$ cat src/rtl/sseg_pkg.sv
// Shared types and constants for the seven-segment scan controller.
// Segment patterns are active-low, bit order gfedcba.
package sseg_pkg;

  typedef enum logic [0:0] {SHOW, BLANK} state_e;

  localparam logic [3:0] ANODES_OFF = 4'b1111;
  localparam logic [6:0] SEG_OFF    = 7'b1111111;

  localparam logic [6:0] HEX_SEG [16] = '{
    7'b1000000, 7'b1111001, 7'b0100100, 7'b0110000,
    7'b0011001, 7'b0010010, 7'b0000010, 7'b1111000,
    7'b0000000, 7'b0010000, 7'b0001000, 7'b0000011,
    7'b1000110, 7'b0100001, 7'b0000110, 7'b0001110
  };

endpackage

$ cat src/rtl/hex_to_sseg.sv
// Combinational hex nibble to active-low seven-segment pattern.
module hex_to_sseg
  import sseg_pkg::*;
(
  input  logic [3:0] hex_i,
  output logic [6:0] seg_o
);

  assign seg_o = HEX_SEG[hex_i];

endmodule

$ cat src/rtl/sseg_scan_controller.sv
// Four-digit common-anode display scanner with inter-digit blanking and
// frame-aligned (tear-free) commit of new display words.
module sseg_scan_controller
  import sseg_pkg::*;
#(
  parameter int unsigned REFRESH_DIV  = 100000,
  parameter int unsigned BLANK_CYCLES = 4,
  parameter int unsigned CNT_W        = 17
) (
  input  logic        clk,
  input  logic        reset,
  input  logic        load_valid,
  input  logic [15:0] load_data,
  output logic        load_ready,
  input  logic [3:0]  digit_en,
  input  logic        lz_en,
  output logic [3:0]  an,
  output logic [6:0]  sseg,
  output logic        frame_start
);

  state_e           state_q, state_d;
  logic [1:0]       idx_q, idx_d;
  logic [CNT_W-1:0] cnt_q, cnt_d;
  logic [15:0]      disp_q, pend_q;
  logic             pend_full_q;
  logic [3:0]       an_q, an_d;
  logic [6:0]       sseg_q, sseg_d;
  logic             frame_start_q;

  logic             boundary;
  logic             accept;
  logic             upper_zero;
  logic             visible;
  logic [3:0]       nibble;
  logic [6:0]       seg_dec;

  assign load_ready = ~pend_full_q & ~reset;
  assign accept     = load_valid & load_ready;

  always_comb begin
    state_d  = state_q;
    idx_d    = idx_q;
    cnt_d    = cnt_q + CNT_W'(1);
    boundary = 1'b0;
    unique case (state_q)
      SHOW: begin
        if (cnt_q == CNT_W'(REFRESH_DIV - 1)) begin
          state_d = BLANK;
          cnt_d   = '0;
        end
      end
      BLANK: begin
        if (cnt_q == CNT_W'(BLANK_CYCLES - 1)) begin
          state_d  = SHOW;
          cnt_d    = '0;
          idx_d    = idx_q + 2'd1;
          boundary = (idx_q == 2'd3);
        end
      end
      default: begin
        state_d = SHOW;
        cnt_d   = '0;
      end
    endcase
  end

  // A digit is suppressed when it and every digit to its left are zero.
  always_comb begin
    upper_zero = 1'b0;
    unique case (idx_q)
      2'd0: upper_zero = 1'b0;
      2'd1: upper_zero = (disp_q[15:4] == 12'h000);
      2'd2: upper_zero = (disp_q[15:8] == 8'h00);
      2'd3: upper_zero = (disp_q[15:12] == 4'h0);
      default: upper_zero = 1'b0;
    endcase
  end

  assign visible = digit_en[idx_q] & ~(lz_en & upper_zero);
  assign nibble  = disp_q[{idx_q, 2'b00} +: 4];

  hex_to_sseg u_dec (
    .hex_i (nibble),
    .seg_o (seg_dec)
  );

  always_comb begin
    an_d   = ANODES_OFF;
    sseg_d = SEG_OFF;
    if (state_q == SHOW && visible) begin
      an_d   = ~(4'b0001 << idx_q);
      sseg_d = seg_dec;
    end
  end

  always_ff @(posedge clk) begin
    if (reset) begin
      state_q       <= SHOW;
      idx_q         <= 2'd0;
      cnt_q         <= '0;
      disp_q        <= 16'h0000;
      pend_q        <= 16'h0000;
      pend_full_q   <= 1'b0;
      an_q          <= ANODES_OFF;
      sseg_q        <= SEG_OFF;
      frame_start_q <= 1'b0;
    end else begin
      state_q       <= state_d;
      idx_q         <= idx_d;
      cnt_q         <= cnt_d;
      an_q          <= an_d;
      sseg_q        <= sseg_d;
      frame_start_q <= boundary;
      // Commit and accept are exclusive: accept needs an empty buffer.
      if (boundary && pend_full_q) begin
        disp_q      <= pend_q;
        pend_full_q <= 1'b0;
      end else if (accept) begin
        pend_q      <= load_data;
        pend_full_q <= 1'b1;
      end
    end
  end

  assign an          = an_q;
  assign sseg        = sseg_q;
  assign frame_start = frame_start_q;

endmodule
$ cat config.mk
export PLATFORM = sky130hd
export DESIGN_NAME = sseg_scan_controller
export DESIGN_NICKNAME = d
export VERILOG_FILES = /design/src/rtl/sseg_pkg.sv /design/src/rtl/hex_to_sseg.sv /design/src/rtl/sseg_scan_controller.sv
export SDC_FILE = /design/constraint.sdc
export NUM_CORES = 1
export LEC_CHECK = 0
export CAP_MARGIN = 20
export CORE_ASPECT_RATIO = 1.25
export CORE_MARGIN = 2
export CORE_UTILIZATION = 50
export DETAILED_ROUTE_END_ITERATION = 7
export GPL_ROUTABILITY_DRIVEN = 0
export PLACE_DENSITY = 0.76
export SLEW_MARGIN = 10
export SYNTH_ARGS = -nofsm -noshare
export SYNTH_HDL_FRONTEND = slang
export SYNTH_SLANG_ARGS = --single-unit
$ cat constraint.sdc
create_clock -name clk -period 2.4 [get_ports clk]
set_clock_uncertainty 0.1 [all_clocks]
set_input_delay 0.48 -clock clk [delete_from_list [all_inputs] [get_ports clk]]
set_output_delay 0.48 -clock clk [all_outputs]
set_load 0.02 [all_outputs]
; Yosys cells after proc, flatten, opt, wreduce, memory -nomap -nowiden
; Memory sizes are Yosys's and may differ from the RTL's. A register that Yosys moved wholly into a read port is not among the register bits.
; Cells that the tools add are included.
[totals]
output_inout_bits = 13
mem_count = 1
inputBits = 24
ff_bits = 58
wordCells = 52
rom_bits = 112
[classes]
bitwise_logic = 12
n_lt_le_gt_ge = 1
addsub = 2
shift = 2
eq_ne = 5
n_reduce_logical = 10
n_mux = 11
[mem_list]
columns = memory, depth, width, read_ports, rd_ports_with_merged_regs, write_ports, line_no
row1 = (no name shown), 16, 7, 1, 1, 0, hex_to_sseg.sv:9  ; assign seg_o = HEX_SEG[hex_i];
[op_table]
columns = cell, n
row1 = $mux W17, 2
row2 = $pmux W17 S2, 1
row3 = $add A17 B1 Y17 const B, 1
row4 = $eq A17 B17 Y1 const B, 1
row5 = $eq A17 B2 Y1 const B, 1
row6 = $shiftx A16 B5 Y4, 1
row7 = $logic_not A12 Y1, 1
row8 = $logic_not A8 Y1, 1
row9 = $not A1 Y1, 6
row10 = $mux W1, 5
row11 = $not A4 Y5, 1
row12 = $and A1 B1 Y1, 4
row13 = $eq A2 B2 Y1 const B, 2
row14 = $logic_not A4 Y1, 1
row15 = $not A4 Y4, 1
row16 = $pmux W1 S4, 1
row17 = $reduce_and A2 Y1, 2
row18 = $reduce_or A2 Y1, 2
row19 = $shl A1 B2 Y4 const A, 1
row20 = $lt A2 B3 Y1 const B, 1
row21 = $add A2 B1 Y2 const B, 1
row22 = $bmux W1 S2, 1
row23 = $eq A2 B1 Y1 const B, 1
row24 = $logic_and A1 B1 Y1, 2
row25 = 2 further kinds, 2

; Depth between registers and ports, before layout
; Gate-level depths: netlist of run 1.
[logic_depth]
depth_word = 8
ltp_mapped = 8
mapped_depth_nobuf = 7

; Modules after synthesis
; A second synthesis of run 1 with hierarchy kept.
[hier_totals]
hier_cells = 313
area_unflattened_um2 = 2937.8
[by_module_without_submodules]
columns = mod, area_each_um2, n_inst, cells_each, seq_area_each_um2
row1 = sseg_scan_controller, 2681.3, 1, 277, 1301.2
row2 = hex_to_sseg, 256.5, 1, 36, 0.0

; Worst setup path before layout of run 1
; No wires, ideal clock.
[synth_path]
kind = register -> register
start = register cnt_q[0]
end = register state_q
path_stages_with_launch = 9
setup_ns = 0.128
path_slack_ns = 0.055
arrival_ns = 2.117
required_time_ns = 2.172
synth_period_minus_slack_ns = 2.345
n_path_buf = 3
path_cell_list = dfxtp_1 -> ha_1 -> buf_4 -> or4b_1 -> or4_4 -> buf_6 -> buf_8 -> a22oi_1 -> nor2_1
[synth_via]
elab_chain_len = 3
elab_cells_between_ends = 5
[synth_lines]
columns = element, line_no
row1 = start: declaration, sseg_scan_controller.sv:24  ; logic [CNT_W-1:0] cnt_q, cnt_d;
row2 = start signal: assignment, sseg_scan_controller.sv:111  ; cnt_q <= cnt_d;
row3 = $eq A17 B2 Y1 or $eq A17 B17 Y1 (tied branches), "sseg_scan_controller.sv:54, sseg_scan_controller.sv:48"
row4 = $mux W1 (on tied branches), "sseg_scan_controller.sv:54, sseg_scan_controller.sv:48"
row5 = $pmux W1 S2 (*), sseg_scan_controller.sv:46  ; unique case (state_q)
row6 = end signal: assignment, sseg_scan_controller.sv:109  ; state_q <= state_d;
row7 = end: declaration, sseg_scan_controller.sv:22  ; state_e state_q, state_d;
; Every way passes the cells marked *; elsewhere a longest branch is shown, timed or not.
; A chain may end at the register's enable or synchronous reset.

; Final worst setup path of run 1
[layout_path]
start = input reset
end = output load_ready
[layout_via]
elab_chain_len = 2
[layout_lines]
columns = element, line_no
row1 = start: declaration, sseg_scan_controller.sv:11  ; input logic reset,
row2 = $not A1 Y1, sseg_scan_controller.sv:38  ; assign load_ready = ~pend_full_q & ~reset;
row3 = $and A1 B1 Y1, sseg_scan_controller.sv:38
row4 = end: declaration, sseg_scan_controller.sv:14  ; output logic load_ready,
; No other way between the ends.

==> impl_metrics.toml, run 1 <==
[run_status]
run_status = "finished clean"

[finish]
post_layout_nonfiller_instances = 450
multiInputGateArea_mm2 = 0.00157
nets = 415
ff_latch_area_mm2 = 0.00130
fillerInstances = 517
antennaDiodeCount = 0
finish.utilization = 0.624
area.growth.synth_to_final_pct = 20.4
drive_gt1_frac = 0.102
final_cell_area_mm2 = 0.00363

[sta]
fmax_ghz = 0.431
hold_violations = 0
max_slew_margin = 0.694
fin_setup_tns_ps = 0
setup_repair_after_global_routing_missed_its_margin = "no"
post-route-period-util = 0.967
layout_min_cycle_time_ps = 2320
final-setup-viol-count = 0
drv_slew = 0
worstMarginPinSlew_ps = 458
timing.final.ws_setup_ps = 80.1

[cts]
cts_tree = "yes"
clk_transition_reported_paths_ps = 70
cts_hold_repair.buffers = 0
clock_tree.root_cell = "clkbuf_8"
htreeDepth = 3
cts.path.max_buffers = 2
worstSkewPairLatency_ps = 340
clock_sink_count = 65
cts_inserted_buffers = 9

[power_and_ir_drop]
netSwitchingPower_mw = 0.504
power.combinational.fraction = 0.071
p_per_area_mw_per_mm2 = 599
clkPwrFrac = 0.409
total_leakage_power_nw = 1.26
power_internal_mw = 1.67
vdd.ir_drop.worst_uv = 389
p_sw_frac = 0.232
pwr-share-seq = 0.521

[drt]
vias = 2616
route.final.wire_length_um = 6250
number_of_nets_with_antenna_violations_after_detailed_routing = 0
drc = 0
firstDrtPassIters = 5
post_drt_via_cell_ratio = 5.81
dr.first_iter.drc_count = 160
post_drt_wl_per_cell_um = 13.9

[setup_path]
start_kind = "primary input"
cp_max_fo = 2
setup.worst_path.end_class = "output pin"
worst-endpoint-arrival_ps = 1740
worst-endpoint-required_ps = 1820
criticalPathCategory = "in2out"

[synth]
synth_seq_cells = 65
yosys.cell_types.count = 48
synthesis.instances = 343
mappedNetlistArea_mm2 = 0.00302
synth_top_flop_cell = "dfxtp_1"
synth_enable_flop_cells = 0
synth.avg_cell_area_um2 = 8.80
synth.yosys.warnings = 0
synth.yosys.seq_area_share = 0.431
syn-num-nets = 379
asyncSetResetFlopFracSynth = 0

[grt]
wire_length_of_the_first_global_routing_pass_um = 11000
grt_use_total = 0.208
first_global_vias = 2437
grt_overflow = 0
grt_max_degree = 34
antenna_found_initial = 0

[run]
max-cap-violations = 0

[placement]
place.port_buffers = 36
place_inst = 434
dp_hpwl_um = 4450
detailed_place.area_mm2 = 0.00344
dp_worst_setup_slack_ps = 89.7

[die]
dieHeight_um = 90.9
std_cell_rows = 31
io_pins = 37
start_util = 0.519
floorplan_core_area_mm2 = 0.00582
die_width_um = 73.5
dieArea_mm2 = 0.00668

[min_path]
min_path_type = "reg2reg"
placed cells by master, fill, tap and decap left out, types with 6 or more instances in the layout:
cell type / n
clkdlybuf4s50_1: 36
ha_1: 12
clkbuf_8: 9
o21ai_0: 27
xnor2_1: 8
nand2_1: 46
nand3_1: 11
a21oi_1: 23
inv_1: 9
nor2_1: 21
dfxtp_1: 64
nor4_1: 6
nand4_1: 24
o21ai_1: 9
buf_4: 10
xor2_1: 6
through the flow:
stage / total power [mW] / hold WS, ps
5_1_grt: 2.27 / 382
6_report: 2.17 / 362
3_3_place_gp: 1.31 / 346
4_1_cts: 2.19 / 366
2_1_floorplan: 1.24 / 336
3_5_place_dp: 1.31 / 354
routing by layer:
layer | global-route usage | routed length [um]
met1 | 0.283 | 2900
met2 | 0.307 | 2920
met3 | 0.0469 | 286
met4 | 0.0985 | 146
met5 | 0 | 0
state kept, by name, summed over array words and instances, names as in the netlist:
| register | count |
|---|---|
| cnt_q | 17 |
| disp_q | 16 |
| pend_q | 16 |
| sseg | 7 |
| an | 4 |
| idx_q | 2 |
| frame_start | 1 |
| pend_full_q | 1 |
| state_q | 1 |
synthesized netlist by cell type, types with 3 or more instances:
cell type | instances | share of area
mux2i_1 | 4 | 0.013
xor2_1 | 6 | 0.017
xnor2_1 | 8 | 0.023
nand4_1 | 24 | 0.050
inv_1 | 9 | 0.011
dfxtp_1 | 65 | 0.43
clkbuf_1 | 15 | 0.019
o21ai_1 | 9 | 0.015
nand3_1 | 11 | 0.018
a21oi_1 | 23 | 0.038
o221ai_1 | 3 | 0.0087
ha_1 | 12 | 0.050
mux4_2 | 5 | 0.037
nor4_1 | 6 | 0.012
nand2_1 | 46 | 0.057
nor2_1 | 21 | 0.026
or3_1 | 4 | 0.0083
buf_2 | 3 | 0.0050
or4_4 | 3 | 0.011
o21ai_0 | 27 | 0.045
power by group through the flow:
stage          logic (mW)  clock network (mW)  registers (mW)
6_report            0.153               0.889            1.13
5_1_grt             0.171               0.960            1.14
4_1_cts             0.155               0.907            1.13
3_5_place_dp        0.154                   0            1.16
3_3_place_gp        0.152                   0            1.16
2_1_floorplan      0.0760                   0            1.16
cell families after synthesis:
| group | after synthesis | synth area share |
|---|---|---|
| AND/OR/NAND/NOR | 132 | 0.224 |
| buffers and inverters | 32 | 0.0497 |
| flip-flops | 65 | 0.431 |
| multiplexers | 11 | 0.0580 |
| XOR/XNOR | 14 | 0.0406 |
| AO/OA/AOI/OAI | 77 | 0.147 |
| adder cells (fa/ha/maj) | 12 | 0.0497 |
what timing repair did:
action,CTS,global route
setup endpoints to repair,0,1
buffers inserted,0,0
resized for setup,0,1
final timing paths:
| path | start | endpoint | slack [ps] | depth (start not counted) |
|---|---|---|---|---|
| worst max-delay path | reset | load_ready | 80 | 3 |
| worst min-delay path | pend_q[2]$_SDFFE_PP0P_ | pend_q[2]$_SDFFE_PP0P_ | 360 | 2 |
| worst max register to register | cnt_q[0]$_SDFF_PP0_ | disp_q[0]$_SDFFE_PP0P_ | 130 | 5 |
| worst min register to register | pend_q[2]$_SDFFE_PP0P_ | pend_q[2]$_SDFFE_PP0P_ | 360 | 2 |
critical path: stages:
cell and delay, ps:
clkdlybuf4s50_1 450, nor2_1 170, clkdlybuf4s50_1 630
cell type report:
cell class	count	share of cell area
flip-flops and latches	65	0.359
multi-input cells	246	0.431
clock buffers	11	0.0362
well taps	66	0.0227
clock inverters	5	0.0155
repair buffers	47	0.125
inverters	10	0.0103
(Power assumes the default switching activity.)
==> run 2, diff against run 1 <==
CAP_MARGIN = default   (was 20)
CORE_UTILIZATION = 56   (was 50)
DONT_BUFFER_PORTS = 1   (was default)
PLACE_DENSITY = 0.74   (was 0.76)
==> run 2 against run 1 <==
Compared with the run above:
- critical path depth rose by 2
- sequential cell count did not move
- largest power group unchanged
- critical endpoint is now disp_q[2]$_SDFFE_PP0P_
- non-clock buffer count down 34
- sequential power barely moved
- final cell count decreased by 8.4%
- core utilization is 0.37 points higher
- sequential share of layout area increased by 4.4 points
- register-to-register slack improved by 30 ps
==> impl_metrics.toml, run 2 (synthesis gave the netlist of run 1 again) <==
[drt]
number_of_nets_with_antenna_violations_after_detailed_routing = 0
firstDrtPassIters = 4
drc = 0
post_drt_via_cell_ratio = 5.94
vias = 2449
post_drt_wl_per_cell_um = 14.9
route.final.wire_length_um = 6120
dr.first_iter.drc_count = 129

[grt]
wire_length_of_the_first_global_routing_pass_um = 10400
grt_util_met3 = 0.0564
m2_gr_usage = 0.330
antenna_found_initial = 0
grt_use_total = 0.220
m1_gr_usage = 0.290
grt_overflow = 0
globalRoute.busiestLayer = "met2"
first_global_vias = 2252
grt_max_degree = 34

[setup_path]
reg_to_reg_start = "cnt_q[0]$_SDFF_PP0_"
worst-endpoint-arrival_ps = 2370
r2r_setup_slack_ps = 160
worst-endpoint-required_ps = 2530
rr_worst_depth = 5
start_kind = "flip-flop"
slowest_delay_ps = 630
cp_max_fo = 19
criticalPathCategory = "reg2reg"
timing.critical_path.slowest_stage_cell = "or4_4"
setup.worst_path.end_class = "flip-flop"
crit-reg2reg-capture = "disp_q[2]$_SDFFE_PP0P_"
crit_chain = "ha_1 > or4b_1 > or4_4 > o21ai_0 > a21oi_1"

[placement]
detailed_place.area_mm2 = 0.00308
dp_hpwl_um = 4400
place.port_buffers = 0

[sta]
drv_slew = 0
fmax_ghz = 0.447
final-setup-viol-count = 0
layout_min_cycle_time_ps = 2240
post-route-period-util = 0.932
hold_violations = 0
worstMarginPinSlew_ps = 454
fin_setup_tns_ps = 0
max_slew_margin = 0.696
setup_repair_after_global_routing_missed_its_margin = "no"

[finish]
final_cell_area_mm2 = 0.00324
layout.cells.most_common = "dfxtp_1"
largest_register_ffs = 17
drive_gt1_frac = 0.111
nets = 381
largest_register = "cnt_q"
biggestRegsByFlops = "cnt_q (17), disp_q (16), pend_q (16)"
area.growth.synth_to_final_pct = 7.21
most_used_cells_in_the_layout_excluding_fill_and_tap_cells = "dfxtp_1, nand2_1, o21ai_0"
antennaDiodeCount = 0

[run]
max-cap-violations = 0

[die]
std_cell_rows = 29
die_width_um = 69.7
io_pins = 37
dieHeight_um = 86.1
dieArea_mm2 = 0.00600
floorplan_core_area_mm2 = 0.00515
start_util = 0.586

[cts]
cts_post_setup_buffers_inserted = 0
cts_tree = "yes"
worstSkewPairLatency_ps = 340
cts.path.max_buffers = 2
clk_transition_reported_paths_ps = 70
htreeDepth = 3
clock_sink_count = 65
ctsResizeCount = 0
clock_tree.root_cell = "clkbuf_8"
cts_hold_repair.buffers = 0
cts_inserted_buffers = 9

[min_path]
min_path_type = "in2reg"
holdCritStartpoint = "reset"
worstHoldPathCells = 1
holdPathEnd = "idx_q[1]$_SDFFE_PP0P_"

[power_and_ir_drop]
total_leakage_power_nw = 1.11
p_per_area_mw_per_mm2 = 616
vdd.ir_drop.worst_uv = 464

[run_status]
run_status = "finished clean"
-- run 2: layout make-up --
cell class	count	area, um2
clock inverters	4	20.0
inverters	10	37.5
multi-input cells	246	1570
fillers	441	1920
flip-flops and latches	65	1300
clock buffers	12	135
repair buffers	13	97.6
well taps	62	77.6
-- run 2: worst max path at each step --
| stage | start | endpoint | slack (ps) | cells past startpoint |
|---|---|---|---|---|
| 2_1_floorplan | cnt_q[0]$_SDFF_PP0_ | state_q$_SDFF_PP0_ | 60 | 8 |
| 3_3_place_gp | cnt_q[0]$_SDFF_PP0_ | disp_q[7]$_SDFFE_PP0P_ | 220 | 5 |
| 3_5_place_dp | cnt_q[0]$_SDFF_PP0_ | disp_q[2]$_SDFFE_PP0P_ | 180 | 5 |
| 4_1_cts | cnt_q[0]$_SDFF_PP0_ | disp_q[2]$_SDFFE_PP0P_ | 180 | 5 |
| 5_1_grt | cnt_q[0]$_SDFF_PP0_ | disp_q[7]$_SDFFE_PP0P_ | 6 | 5 |
| 6_report | cnt_q[0]$_SDFF_PP0_ | disp_q[2]$_SDFFE_PP0P_ | 160 | 5 |
-- run 2: worst max-delay path: cells and delay by family, from the launching register on --
| kind | cells | cell delay, ps |
|---|---|---|
| adders and majority gates | 1 | 180 |
| and+or+nand+nor | 2 | 1150 |
| AOI/OAI and AO/OA | 2 | 300 |
| DFF | 1 | 390 |
-- run 2: power by group --
part | switching (mW) | total [mW] | internal, mW
Clock | 0.400 | 0.768 | 0.368
Combinational | 0.0522 | 0.0846 | 0.0323
Sequential | 0.0286 | 1.14 | 1.11
Total | 0.481 | 1.99 | 1.51
-- run 2: metal layers --
layer / share of wire / routed length [um]
met1: 0.49 / 2980
met4: 0.020 / 121
met3: 0.041 / 252
met5: 0 / 0
met2: 0.45 / 2770
-- run 2: metrics by stage --
stage | std cells | hold slack [ps] | power, mW | setup WS [ps] | util
floorplan | 343 | 336 | 1.24 | 55.4 | -
global placement | 396 | 347 | 1.25 | 222 | 0.598
detailed placement | 396 | 352 | 1.25 | 181 | 0.598
CTS | 412 | 90.5 | 2.01 | 176 | 0.628
global route | 412 | 85.0 | 2.08 | 6.24 | 0.628
finish | 412 | 101 | 1.99 | 164 | 0.628
==> run 3, diff against run 2 <==
CORE_MARGIN = default   (was 2)
==> run 3 against run 2 <==
Compared with the run above:
- core utilization grew 1.2 points
- fmax shrank 0.40%
- critical path depth is the same
- clock power grew 19%
- first-iteration DRC count shrank 12%
- non-clock buffer count shrank 2
- hold slack gained 4.0 ps
- via count shrank 1.7%
- worst setup slack lost 9.1 ps
- combinational power grew 2.6%
- sequential cell count is the same
- power grew 7.4%
- largest cell class unchanged
==> impl_metrics.toml, run 3 (synthesis gave the netlist of run 1 again) <==
[sta]
drv_slew = 0
final-setup-viol-count = 0
layout_min_cycle_time_ps = 2250
fmax_ghz = 0.445
post-route-period-util = 0.936
fin_setup_tns_ps = 0
max_slew_margin = 0.677
hold_violations = 0
setup_repair_after_global_routing_missed_its_margin = "yes"
worstMarginPinSlew_ps = 482
fin_worst_hold_slack_ps = 105

[power_and_ir_drop]
p_sw_frac = 0.218
p_per_area_mw_per_mm2 = 654
netSwitchingPower_mw = 0.467
vdd.ir_drop.worst_uv = 612
power_internal_mw = 1.67
clkPwrFrac = 0.427
power.combinational.fraction = 0.041
pwr-share-seq = 0.533
fin_total_pwr_mw = 2.14
total_leakage_power_nw = 1.12

[grt]
antenna_found_initial = 0
grt_util_met3 = 0.0820
globalRoute.busiestLayer = "met2"
m2_gr_usage = 0.346
grt_use_total = 0.241
grt_max_degree = 34
wire_length_of_the_first_global_routing_pass_um = 10400
m1_gr_usage = 0.329
grt_overflow = 0
first_global_vias = 2241

[die]
floorplan_core_area_mm2 = 0.00512
io_pins = 37
dieHeight_um = 84.1
std_cell_rows = 29
dieArea_mm2 = 0.00569
start_util = 0.590
die_width_um = 67.7

[setup_path]
cp_max_fo = 19
setup.worst_path.end_class = "flip-flop"
slowest_delay_ps = 640
worst-endpoint-required_ps = 2520
timing.critical_path.slowest_stage_cell = "or4_4"
start_kind = "flip-flop"
criticalPathCategory = "reg2reg"
worst-endpoint-arrival_ps = 2360
crit_chain = "ha_1 > or4b_1 > or4_4 > o21ai_0 > a21oi_1"

[finish]
final_cell_area_mm2 = 0.00327
layout.cells.most_common = "dfxtp_1"
largest_register = "cnt_q"
largest_register_ffs = 17
antennaDiodeCount = 0
most_used_cells_in_the_layout_excluding_fill_and_tap_cells = "dfxtp_1, nand2_1, o21ai_0"
fillerInstances = 452
nets = 379
finish.utilization = 0.640
area.growth.synth_to_final_pct = 8.50
drive_gt1_frac = 0.112
biggestRegsByFlops = "cnt_q (17), disp_q (16), pend_q (16)"

[cts]
ctsResizeCount = 0
cts_inserted_buffers = 9
cts_tree = "yes"
cts_hold_repair.buffers = 0
cts.path.max_buffers = 2
htreeDepth = 3
clock_tree.root_cell = "clkbuf_8"
worstSkewPairLatency_ps = 330
clk_transition_reported_paths_ps = 60
cts_post_setup_buffers_inserted = 0
clock_sink_count = 65

[drt]
vias = 2408
post_drt_wl_per_cell_um = 14.7
route.final.wire_length_um = 6020
dr.first_iter.drc_count = 113
drc = 0
number_of_nets_with_antenna_violations_after_detailed_routing = 0
firstDrtPassIters = 4
post_drt_via_cell_ratio = 5.89

[min_path]
min_path_type = "in2reg"

[placement]
detailed_place.area_mm2 = 0.00308
dp_hpwl_um = 4270
place.port_buffers = 0

[run]
max-cap-violations = 0

[run_status]
run_status = "finished clean"
run 3: cell count changes in the layout (fill, tap and decap cells not counted), sizes merged:
| cell | previous run | this run |
|---|---|---|
| buf | 13 | 11 |
| clkinv | 5 | 3 |
| bufinv | 0 | 1 |
run 3: per-layer routing:
| metal | wire length, um | vias up |
|---|---|---|
| li1 | - | 1236 |
| met1 | 2910 | 1103 |
| met2 | 2710 | 54 |
| met3 | 228 | 15 |
| met4 | 169 | 0 |
| met5 | 0 | - |
run 3: final cells by class:
type | instances | area (um2) | share of cell area
Clock buffer | 12 | 155 | 0.0474
Inverter | 10 | 37.5 | 0.0115
Timing Repair Buffer | 11 | 95.1 | 0.0290
Sequential cell | 65 | 1300 | 0.398
Tap cell | 62 | 77.6 | 0.0237
Multi-Input combinational cell | 246 | 1570 | 0.478
Clock inverter | 3 | 40.0 | 0.0122
run 3: power groups by stage:
stage          clock network (mW)  logic, mW  registers, mW
4_1_cts                     0.935     0.0878           1.14
5_1_grt                     0.986     0.0997           1.14
3_5_place_dp                    0     0.0874           1.16
3_3_place_gp                    0     0.0851           1.16
6_report                    0.914     0.0868           1.14
2_1_floorplan                   0     0.0760           1.16
run 3: through the flow:
stage | setup slack [ps] | cells
finish | 155 | 409
global route | -0.270 | 409
CTS | 123 | 409
detailed placement | 122 | 394
global placement | 204 | 394
floorplan | 55.4 | 343
run 3: path summary, 6_finish.rpt:
kind / start / endpoint / slack, ps / cells past startpoint
max: cnt_q[1]$_SDFF_PP0_ / disp_q[15]$_SDFFE_PP0P_ / 150 / 5
min: reset / idx_q[0]$_SDFFE_PP0P_ / 110 / 1
max reg2reg: cnt_q[1]$_SDFF_PP0_ / disp_q[15]$_SDFFE_PP0P_ / 150 / 5
min reg2reg: pend_q[10]$_SDFFE_PP0P_ / pend_q[10]$_SDFFE_PP0P_ / 360 / 2
run 3: critical path: cells and delay by family (launching register included):
family,cells,cell delay (ps)
and+or+nand+nor,2,1170
DFF,1,380
adders and majority gates,1,180
AOI/OAI and AO/OA,2,320
